### src/rtl/metronome_pkg.sv
// Shared tempo constants and FSM encoding for the metronome / tap-tempo blocks.
// Values below correspond to the default TICK_HZ=1000, MIN_BPM=30, MAX_BPM=250.
package metronome_pkg;

   localparam int TIMEOUT_TICKS = 2000;
   localparam int MIN_IVL_TICKS = 240;
   localparam int BPM_NUMERATOR = 60000;
   localparam logic [7:0] DEFAULT_SPEED = 8'd60;

   localparam int IVL_W = 11;
   localparam int SUM_W = 13;
   localparam int DIV_W = 18;

   typedef enum logic [1:0] {
      ST_IDLE    = 2'd0,
      ST_MEASURE = 2'd1,
      ST_DIVIDE  = 2'd2
   } tt_state_e;

   // Ticks per beat at a given tempo.
   function automatic int bpm_to_ticks(input int tick_hz, input int bpm);
      return (60 * tick_hz) / bpm;
   endfunction

endpackage

### src/rtl/tempo_div.sv
// Unsigned sequential restoring divider: one load cycle, then one quotient bit per clock.
// done pulses for one cycle once quot holds the truncated result.
module tempo_div #(
   parameter int DATA_W = 18
) (
   input  logic              clk,
   input  logic              rst,
   input  logic              abort,
   input  logic              start,
   input  logic [DATA_W-1:0] num,
   input  logic [DATA_W-1:0] den,
   output logic              done,
   output logic [DATA_W-1:0] quot
);

   localparam int CNT_W = $clog2(DATA_W + 1);

   logic              r_run;
   logic              r_done;
   logic [CNT_W-1:0]  r_cnt;
   logic [DATA_W-1:0] r_rem;
   logic [DATA_W-1:0] r_q;
   logic [DATA_W-1:0] r_den;
   logic [DATA_W:0]   w_shift;
   logic [DATA_W:0]   w_diff;
   logic              w_ge;

   assign w_shift = {r_rem, r_q[DATA_W-1]};
   assign w_diff  = w_shift - {1'b0, r_den};
   assign w_ge    = (w_shift >= {1'b0, r_den});

   always_ff @(posedge clk or posedge rst) begin
      if (rst) begin
         r_run  <= 1'b0;
         r_done <= 1'b0;
         r_cnt  <= '0;
      end else begin
         r_done <= 1'b0;
         if (abort) begin
            r_run <= 1'b0;
         end else if (start) begin
            r_run <= 1'b1;
            r_cnt <= CNT_W'(DATA_W);
         end else if (r_run) begin
            r_cnt <= r_cnt - 1'b1;
            if (r_cnt == CNT_W'(1)) begin
               r_run  <= 1'b0;
               r_done <= 1'b1;
            end
         end
      end
   end

   // Datapath: r_q starts as the numerator and is shifted into the quotient bit by bit.
   always_ff @(posedge clk) begin
      if (start) begin
         r_rem <= '0;
         r_q   <= num;
         r_den <= den;
      end else if (r_run) begin
         if (w_ge) begin
            r_rem <= w_diff[DATA_W-1:0];
            r_q   <= {r_q[DATA_W-2:0], 1'b1};
         end else begin
            r_rem <= w_shift[DATA_W-1:0];
            r_q   <= {r_q[DATA_W-2:0], 1'b0};
         end
      end
   end

   assign done = r_done;
   assign quot = r_q;

endmodule

### src/rtl/tap_tempo.sv
// Tap-tempo: debounces a push-button, averages up to AVG_N tap intervals and
// converts the mean interval into BPM on the same encoding as the metronome speed bus.
module tap_tempo
   import metronome_pkg::*;
#(
   parameter int CLK_HZ         = 25000000,
   parameter int TICK_HZ        = 1000,
   parameter int DEBOUNCE_TICKS = 10,
   parameter int MIN_BPM        = 30,
   parameter int MAX_BPM        = 250,
   parameter int AVG_N          = 4
) (
   input  logic       clk,
   input  logic       rst,
   input  logic       tap,
   input  logic       clear,
   output logic [7:0] speed,
   output logic       speed_valid,
   output logic       busy,
   output logic       tracking
);

   localparam int TICK_DIV = CLK_HZ / TICK_HZ;
   localparam int PRE_W    = (TICK_DIV > 1) ? $clog2(TICK_DIV) : 1;
   localparam int DB_W     = $clog2(DEBOUNCE_TICKS + 1);
   localparam int N_W      = $clog2(AVG_N + 1);
   localparam int TIMEOUT  = bpm_to_ticks(TICK_HZ, MIN_BPM);
   localparam int MIN_IVL  = bpm_to_ticks(TICK_HZ, MAX_BPM);
   localparam int NUMER    = 60 * TICK_HZ;

   function automatic logic [7:0] clamp_bpm(input logic [DIV_W-1:0] q);
      if (q < DIV_W'(MIN_BPM))      return 8'(MIN_BPM);
      else if (q > DIV_W'(MAX_BPM)) return 8'(MAX_BPM);
      else                          return q[7:0];
   endfunction

   logic             r_tap_s1, r_tap_s2;
   logic [PRE_W-1:0] r_pre;
   logic             w_tick;
   logic             r_db_lvl, r_db_lvl_d;
   logic [DB_W-1:0]  r_db_cnt;
   logic             w_tap_ev;

   tt_state_e        r_state, w_state_nxt;
   logic [IVL_W-1:0] r_ivl;
   logic             w_timeout, w_ivl_ok, w_accept, w_restart, w_hist_clr;

   logic [IVL_W-1:0] r_hist [AVG_N];
   logic [N_W-1:0]   r_n, w_n_nxt;
   logic [SUM_W-1:0] r_sum, w_sum_nxt;
   logic [IVL_W-1:0] w_evict;

   logic [DIV_W-1:0] w_num, w_den, w_quot;
   logic             w_div_done;
   logic [7:0]       r_speed;
   logic             r_speed_vld;

   always_ff @(posedge clk or posedge rst) begin
      if (rst) begin
         r_tap_s1 <= 1'b0;
         r_tap_s2 <= 1'b0;
         r_pre    <= '0;
      end else begin
         r_tap_s1 <= tap;
         r_tap_s2 <= r_tap_s1;
         r_pre    <= w_tick ? '0 : r_pre + 1'b1;
      end
   end

   assign w_tick = (r_pre == PRE_W'(TICK_DIV - 1));

   // Any cycle where the synced level matches the stable level restarts the debounce window.
   always_ff @(posedge clk or posedge rst) begin
      if (rst) begin
         r_db_lvl   <= 1'b0;
         r_db_lvl_d <= 1'b0;
         r_db_cnt   <= '0;
      end else begin
         r_db_lvl_d <= r_db_lvl;
         if (r_tap_s2 == r_db_lvl) begin
            r_db_cnt <= '0;
         end else if (w_tick) begin
            if (r_db_cnt == DB_W'(DEBOUNCE_TICKS - 1)) begin
               r_db_lvl <= r_tap_s2;
               r_db_cnt <= '0;
            end else begin
               r_db_cnt <= r_db_cnt + 1'b1;
            end
         end
      end
   end

   assign w_tap_ev  = r_db_lvl & ~r_db_lvl_d;
   assign w_timeout = (r_ivl == IVL_W'(TIMEOUT));
   assign w_ivl_ok  = (r_ivl >= IVL_W'(MIN_IVL)) && (r_ivl < IVL_W'(TIMEOUT));

   always_ff @(posedge clk or posedge rst) begin
      if (rst) r_state <= ST_IDLE;
      else     r_state <= w_state_nxt;
   end

   always_comb begin
      w_state_nxt = r_state;
      case (r_state)
         ST_IDLE:    if (w_tap_ev) w_state_nxt = ST_MEASURE;
         ST_MEASURE: begin
            if (w_timeout)                 w_state_nxt = ST_IDLE;
            else if (w_tap_ev && w_ivl_ok) w_state_nxt = ST_DIVIDE;
         end
         ST_DIVIDE:  if (w_div_done) w_state_nxt = ST_MEASURE;
         default:    w_state_nxt = ST_IDLE;
      endcase
      if (clear) w_state_nxt = ST_IDLE;
   end

   always_comb begin
      busy     = 1'b0;
      tracking = 1'b0;
      case (r_state)
         ST_MEASURE: tracking = 1'b1;
         ST_DIVIDE: begin
            busy     = 1'b1;
            tracking = 1'b1;
         end
         default: ;
      endcase
   end

   assign w_accept   = (r_state == ST_MEASURE) && (w_state_nxt == ST_DIVIDE);
   assign w_restart  = (r_state == ST_IDLE) && (w_state_nxt == ST_MEASURE);
   assign w_hist_clr = clear || ((r_state == ST_MEASURE) && w_timeout);

   always_ff @(posedge clk or posedge rst) begin
      if (rst)                                  r_ivl <= '0;
      else if (clear || w_accept || w_restart)  r_ivl <= '0;
      else if (w_tick && !w_timeout)            r_ivl <= r_ivl + 1'b1;
   end

   // Running sum drops the oldest entry only once the history is full.
   assign w_evict   = (r_n == N_W'(AVG_N)) ? r_hist[AVG_N-1] : '0;
   assign w_sum_nxt = r_sum + SUM_W'(r_ivl) - SUM_W'(w_evict);
   assign w_n_nxt   = (r_n == N_W'(AVG_N)) ? r_n : r_n + 1'b1;

   always_ff @(posedge clk or posedge rst) begin
      if (rst) begin
         r_n   <= '0;
         r_sum <= '0;
      end else if (w_hist_clr) begin
         r_n   <= '0;
         r_sum <= '0;
      end else if (w_accept) begin
         r_n   <= w_n_nxt;
         r_sum <= w_sum_nxt;
      end
   end

   always_ff @(posedge clk) begin
      if (w_accept) begin
         r_hist[0] <= r_ivl;
         for (int i = 1; i < AVG_N; i++) r_hist[i] <= r_hist[i-1];
      end
   end

   // The divider loads in the accept cycle from the post-push n and sum.
   assign w_num = DIV_W'(NUMER) * DIV_W'(w_n_nxt);
   assign w_den = DIV_W'(w_sum_nxt);

   tempo_div #(
      .DATA_W (DIV_W)
   ) u_div (
      .clk   (clk),
      .rst   (rst),
      .abort (clear),
      .start (w_accept),
      .num   (w_num),
      .den   (w_den),
      .done  (w_div_done),
      .quot  (w_quot)
   );

   always_ff @(posedge clk or posedge rst) begin
      if (rst) begin
         r_speed     <= DEFAULT_SPEED;
         r_speed_vld <= 1'b0;
      end else begin
         r_speed_vld <= 1'b0;
         if ((r_state == ST_DIVIDE) && w_div_done && !clear) begin
            r_speed     <= clamp_bpm(w_quot);
            r_speed_vld <= 1'b1;
         end
      end
   end

   assign speed       = r_speed;
   assign speed_valid = r_speed_vld;

endmodule
### config.mk
export PLATFORM = sky130hd
export DESIGN_NAME = tap_tempo
export DESIGN_NICKNAME = d
export VERILOG_FILES = /design/src/rtl/metronome_pkg.sv /design/src/rtl/tempo_div.sv /design/src/rtl/tap_tempo.sv
export SDC_FILE = /design/constraint.sdc
export NUM_CORES = 1
export LEC_CHECK = 0
export BUFFER_PORTS_ARGS = -buffer_cell sky130_fd_sc_hd__buf_4
export CAP_MARGIN = 10
export CELL_PAD_IN_SITES_DETAIL_PLACEMENT = 0
export CELL_PAD_IN_SITES_GLOBAL_PLACEMENT = 1
export CORE_ASPECT_RATIO = 1.4
export CORE_MARGIN = 5
export CORE_UTILIZATION = 55
export CTS_CLUSTER_SIZE = 30
export DETAILED_ROUTE_END_ITERATION = 16
export PLACE_DENSITY_LB_ADDON = 0.1
export SLEW_MARGIN = 10
export SYNTH_ARGS = -nofsm -noshare
export SYNTH_HDL_FRONTEND = slang
export SYNTH_SLANG_ARGS = --single-unit
### constraint.sdc
create_clock -name clk -period 8.2 [get_ports clk]
set_input_delay 0.82 -clock clk [delete_from_list [all_inputs] [get_ports clk]]
set_output_delay 0.82 -clock clk [all_outputs]
set_load 0.005 [all_outputs]
=== Word-level counts from Yosys, hierarchy flattened ===
Memories as Yosys holds them, arrays and structs flattened.
Cells that the tools add are included.
W data, S select, Z words.

* Register bits: 117
* Memories: 1
* RAM bits: 44
* Output and inout port bits: 11

{| class="wikitable"
|+ Memories
! name !! words !! bits a word !! read ports !! clocked after memory_dff !! write ports !! RTL line !! RTL
|-
| r_hist || 4 || 11 || 4 || 0 || 4 || tap_tempo.sv:48 || <nowiki>logic [IVL_W-1:0] r_hist [AVG_N];</nowiki>
|}

* Mux-type cells: 39
* Add/subtract/negate cells: 8
* $lt $le $gt $ge: 5
* Multipliers: 1
* Bitwise logic cells: 4
* Reductions and logical operators: 21
* Equality and inequality tests: 10

{| class="wikitable"
|+ Operators by type and width
! kind !! number
|-
| $mux W18 || 3
|-
| $mux W11 || 3
|-
| $mux W13 || 2
|-
| $ge A19 B13 Y1 || 1
|-
| $gt A18 B8 Y1 const B || 1
|-
| $lt A18 B5 Y1 const B || 1
|-
| $sub A18 B13 Y18 || 1
|-
| $mux W8 || 2
|-
| $add A15 B1 Y15 const B || 1
|-
| $eq A15 B15 Y1 const B || 1
|-
| $mux W15 || 1
|-
| $mux W1 || 14
|-
| $add A13 B11 Y13 || 1
|-
| $mul A11 B3 Y13 const A || 1
|-
| $sub A13 B11 Y13 || 1
|-
| $mux W4 || 3
|-
| $add A11 B1 Y11 const B || 1
|-
| $eq A11 B11 Y1 const B || 1
|-
| $ge A11 B8 Y1 const B || 1
|-
| $lt A11 B11 Y1 const B || 1
|-
| $mux W2 || 5
|-
| $mux W5 || 2
|-
| $mux W3 || 3
|-
| $logic_and A1 B1 Y1 || 8
|-
| other kinds (19) || 29
|}

=== Depth between registers and ports, before layout ===
* Depth after elaboration: 12
* Gate-level depth with buffers: 16
* Mapped depth without buffers: 15

=== By module ===
From an unflattened synthesis, not the netlist that was laid out.

* Cell total of the unflattened synthesis: 858
* Area, all modules: 9197.6 µm²

{| class="wikitable"
|+ Modules (own cells, without submodules)
! module !! seq. area each (µm²) !! area each (µm²) !! times used !! cells an instance
|-
| tap_tempo || 2852.7 || 5579.1 || 1 || 499
|-
| tempo_div || 1616.6 || 3618.5 || 1 || 359
|}

=== Worst setup path before layout ===
Ideal clock, no wire load.

* Path type: reg-to-reg
* Start: reg r_n[0]
* End: reg u_div.r_den[12] (data pin)
* Path buffers: 1
* Data required time: 7939 ps
* Cell stages (with the launch flop): 14
* Data arrival time: 2959 ps
* Path slack: 4979 ps
* Setup time: 261 ps
* Path through: dfrtp_1 > inv_1 > ha_1 > clkbuf_1 > and3_1 > fa_1 > inv_1 > ha_1 > nor2b_1 > o31ai_1 > a21boi_0 > o221ai_1 > xnor2_1 > xnor2_1

* Longest elaborated chain between the ends: 3

{| class="wikitable"
|+ Ends and longest elaborated chain
! element !! RTL line !! RTL
|-
| start, declared || tap_tempo.sv:49 || <nowiki>logic [N_W-1:0] r_n, w_n_nxt;</nowiki>
|-
| start signal, assigned || tap_tempo.sv:152 || <nowiki>r_n <= w_n_nxt;</nowiki>
|-
| $eq A3 B3 Y1 || tap_tempo.sv:140 || <nowiki>assign w_evict = (r_n == N_W'(AVG_N)) ? r_hist[AVG_N-1] : '0;</nowiki>
|-
| $mux W11 || tap_tempo.sv:140 ||
|-
| $sub A13 B11 Y13 || tap_tempo.sv:141 || <nowiki>assign w_sum_nxt = r_sum + SUM_W'(r_ivl) - SUM_W'(w_evict);</nowiki>
|-
| via u_div.den[12] || tempo_div.sv:11 || <nowiki>input logic [DATA_W-1:0] den,</nowiki>
|-
| end signal, assigned || tempo_div.sv:59 || <nowiki>r_den <= den;</nowiki>
|-
| end, declared || tempo_div.sv:23 || <nowiki>logic [DATA_W-1:0] r_den;</nowiki>
|}

The timed path passes the listed nets, and every way through them passes these cells.
A chain may end at the register's enable or synchronous reset.

=== Final worst setup path ===
* Start: reg r_n[0]
* End: reg r_sum[12]

* Longest elaborated chain between the ends: 5

{| class="wikitable"
|+ Ends and longest elaborated chain
! element !! RTL line !! RTL
|-
| $eq A3 B3 Y1 || tap_tempo.sv:140 ||
|-
| $mux W11 || tap_tempo.sv:140 ||
|-
| $sub A13 B11 Y13 || tap_tempo.sv:141 ||
|-
| $mux W13 || tap_tempo.sv:151 || <nowiki>end else if (w_accept) begin</nowiki>
|-
| $mux W13 || tap_tempo.sv:148 || <nowiki>end else if (w_hist_clr) begin</nowiki>
|-
| end signal, assigned || tap_tempo.sv:153 || <nowiki>r_sum <= w_sum_nxt;</nowiki>
|-
| end, declared || tap_tempo.sv:50 || <nowiki>logic [SUM_W-1:0] r_sum, w_sum_nxt;</nowiki>
|}

Every way passes these cells. The select of a mux whose other input is x is not followed.

==> flow_summary.json <==
{
  "status": "finished, final reports clean",
  "dp.final_hpwl_um": 11800,
  "grt_pass1_wl_um": 28000,
  "post-route-period-util": 0.429,
  "clock-skew-final_ps": 10.1,
  "fp-row-count": 54,
  "fin_nets": 879,
  "fin_crit_ps": 3520,
  "post_cts_buffers": 0,
  "ctsHoldBuffers": 0,
  "drc_errors": 0,
  "grt_usage": 0.194,
  "yosysWarnings": 0,
  "slew-limit-headroom": 0.173,
  "antenna_found_initial": 0,
  "max_clock_freq_mhz": 284,
  "yosysTopAreaCellShare": 0.245,
  "synth_area_leaders": "edfxtp_1 25%, dfrtp_1 19%, ha_1 6.9%",
  "worstSetupEndpointType": "flop",
  "syn_inst": 802,
  "yosysTopAreaCell": "edfxtp_1",
  "clk_pin_slew_ps": 60,
  "required_ps": 8540,
  "drt_iter0_drc": 287,
  "finalHoldViolCount": 0,
  "start_util": 0.554,
  "drive_gt1_frac": 0.0941,
  "syn_to_final_growth_pct": 9.66,
  "die_w_um": 115,
  "yosys.cell_count.top_type": "inv_1",
  "setup_viol": 0,
  "avgRoutedWirePerCell_um": 16.1,
  "cts-root-buf": "clkbuf_16",
  "cts_tree": "yes",
  "cts_max_level": 4,
  "whs_path_depth": 0,
  "core_mm2": 0.0155,
  "worst_slew_pin_slew_ps": 1240,
  "ys_async_sr_fraction": 0.422,
  "clock-sinks": 161,
  "avgSynthCellArea_um2": 10.7,
  "utilization": 0.607,
  "ys_ff_latch": 161,
  "die_h_um": 158,
  "yosys_most_used_dff": "edfxtp_1",
  "ir_drop_mv": 0.173,
  "power_leakage_uw": 0.00381,
  "drt-pass1-iter-count": 4,
  "grt_max_degree": 69,
  "ys_types": 74,
  "synth_nets": 865,
  "worst-setup-path-type": "flop to flop",
  "r2r_cells": 13,
  "gp_congestion": 0.833,
  "synth-edff-count": 70,
  "yosys-top-cells-count": "79 x inv_1, 70 x edfxtp_1, 64 x dfrtp_1, 64 x nor2_1, 56 x o21ai_0",
  "portBuffers": 14,
  "stdcell_area_mm2": 0.00939,
  "gr-total-overflow": 0,
  "vias_per_cell": 5.68,
  "vias": 5821,
  "clock_latency_ps": 420,
  "finalMaxSlewViolations": 0,
  "min-delay-path-class": "flop to flop",
  "grt_pass1_vias": 5939,
  "clk_path_buf_depth": 2,
  "power_density_mw_per_mm2": 189,
  "routed_wl_um": 16500,
  "numCtsBuffers": 17,
  "antennaDiodeCount": 0,
  "critPathMaxFanout": 14,
  "syn_area_mm2": 0.00857,
  "yosysSeqAreaShare": 0.498,
  "cts_resized": 0,
  "dieArea_mm2": 0.0182,
  "critPathLaunchType": "flop",
  "crit_arrival_ps": 3860,
  "rsz0062_at_grt": "no",
  "antenna_left": 0,
  "tns_ps": 0,
  "post_dp_cell_area_mm2": 0.00883,
  "ios": 15,
  "drv_cap": 0,
  "p_total_uw": 1770
}
-- per-layer routing --
layer | part of all wire | wire (um) | GRT usage | vias up
met3 | 0.025 | 407 | 0.0363 | 29
met4 | 0.021 | 340 | 0.0738 | 0
met5 | 0 | 0 | 0 | -
met2 | 0.54 | 8880 | 0.359 | 67
li1 | - | - | - | 2867
met1 | 0.42 | 6830 | 0.219 | 2858
-- per-stage QoR --
step	hold slack (ps)	setup WS (ps)	cells
finish	350	4680	1025
global route	355	4220	1025
CTS	350	4630	1025
detailed placement	336	4660	993
global placement	336	4770	993
floorplan	331	4980	802
-- cell families after synthesis --
family,synth area share
AO/OA/AOI/OAI,0.144
adder cells (fa/ha/maj),0.0967
buffers and inverters,0.0485
AND/OR/NAND/NOR,0.139
flip-flops,0.498
multiplexers,0.0213
XOR/XNOR,0.0521
-- worst max-delay path, cell delays in order (launching register included) --
cell and delay (ps):
dfrtp_1 400, inv_1 120, ha_1 360, and3_1 240, fa_1 480, inv_1 40
ha_1 320, nor2b_1 150, o31ai_1 410, a21boi_0 210, o221ai_1 230, xnor2_1 200
a21oi_1 110, mux2i_1 180
-- registers in the layout, indices dropped and copies added (netlist names), 2 cells and up --
register / flops
u_div.quot: 18
r_ivl: 11
r_sum: 13
r_n: 3
u_div.r_rem: 18
r_pre: 15
r_hist: 44
u_div.r_cnt: 5
r_db_cnt: 4
r_state: 2
u_div.r_den: 13
speed: 8
-- layout make-up --
cell class                      count  area [um2]
Clock inverter                      7        43.8
Timing Repair Buffer               18         135
Tap cell                          196         245
Sequential cell                   161        4270
Clock buffer                       25         518
Inverter                           80         300
Multi-Input combinational cell    538        3880
Fill cell                        1283        6080
-- where the power goes --
| group | internal [uW] | switching, uW |
|---|---|---|
| sequential | 857 | 18.6 |
| clock | 439 | 305 |
| combinational | 68.0 | 85.8 |
-- layout by cell type, fill, tap and decap left out, types with 24 or more instances in the layout --
master,netlist,routed
nand2_1,48,48
inv_1,79,78
nand3_1,24,24
xnor2_1,36,36
a21oi_1,39,39
edfxtp_1,70,70
nor2_1,64,64
dfrtp_1,64,64
o21ai_0,56,56
ha_1,47,47
-- final timing paths --
path	start	to	slack, ps
min in group asynchronous	rst	u_div.done$_DFF_PP0_	670
worst max-delay path	r_n[0]$_DFFE_PP0P_	r_sum[12]$_DFFE_PP0P_	4680
worst min-delay path	r_tap_s1$_DFF_PP0_	r_tap_s2$_DFF_PP0_	350
max in group asynchronous	rst	r_sum[12]$_DFFE_PP0P_	6930
worst min register to register	r_tap_s1$_DFF_PP0_	r_tap_s2$_DFF_PP0_	350
worst max register to register	r_n[0]$_DFFE_PP0P_	r_sum[12]$_DFFE_PP0P_	4680
(Power assumes the default switching activity.)
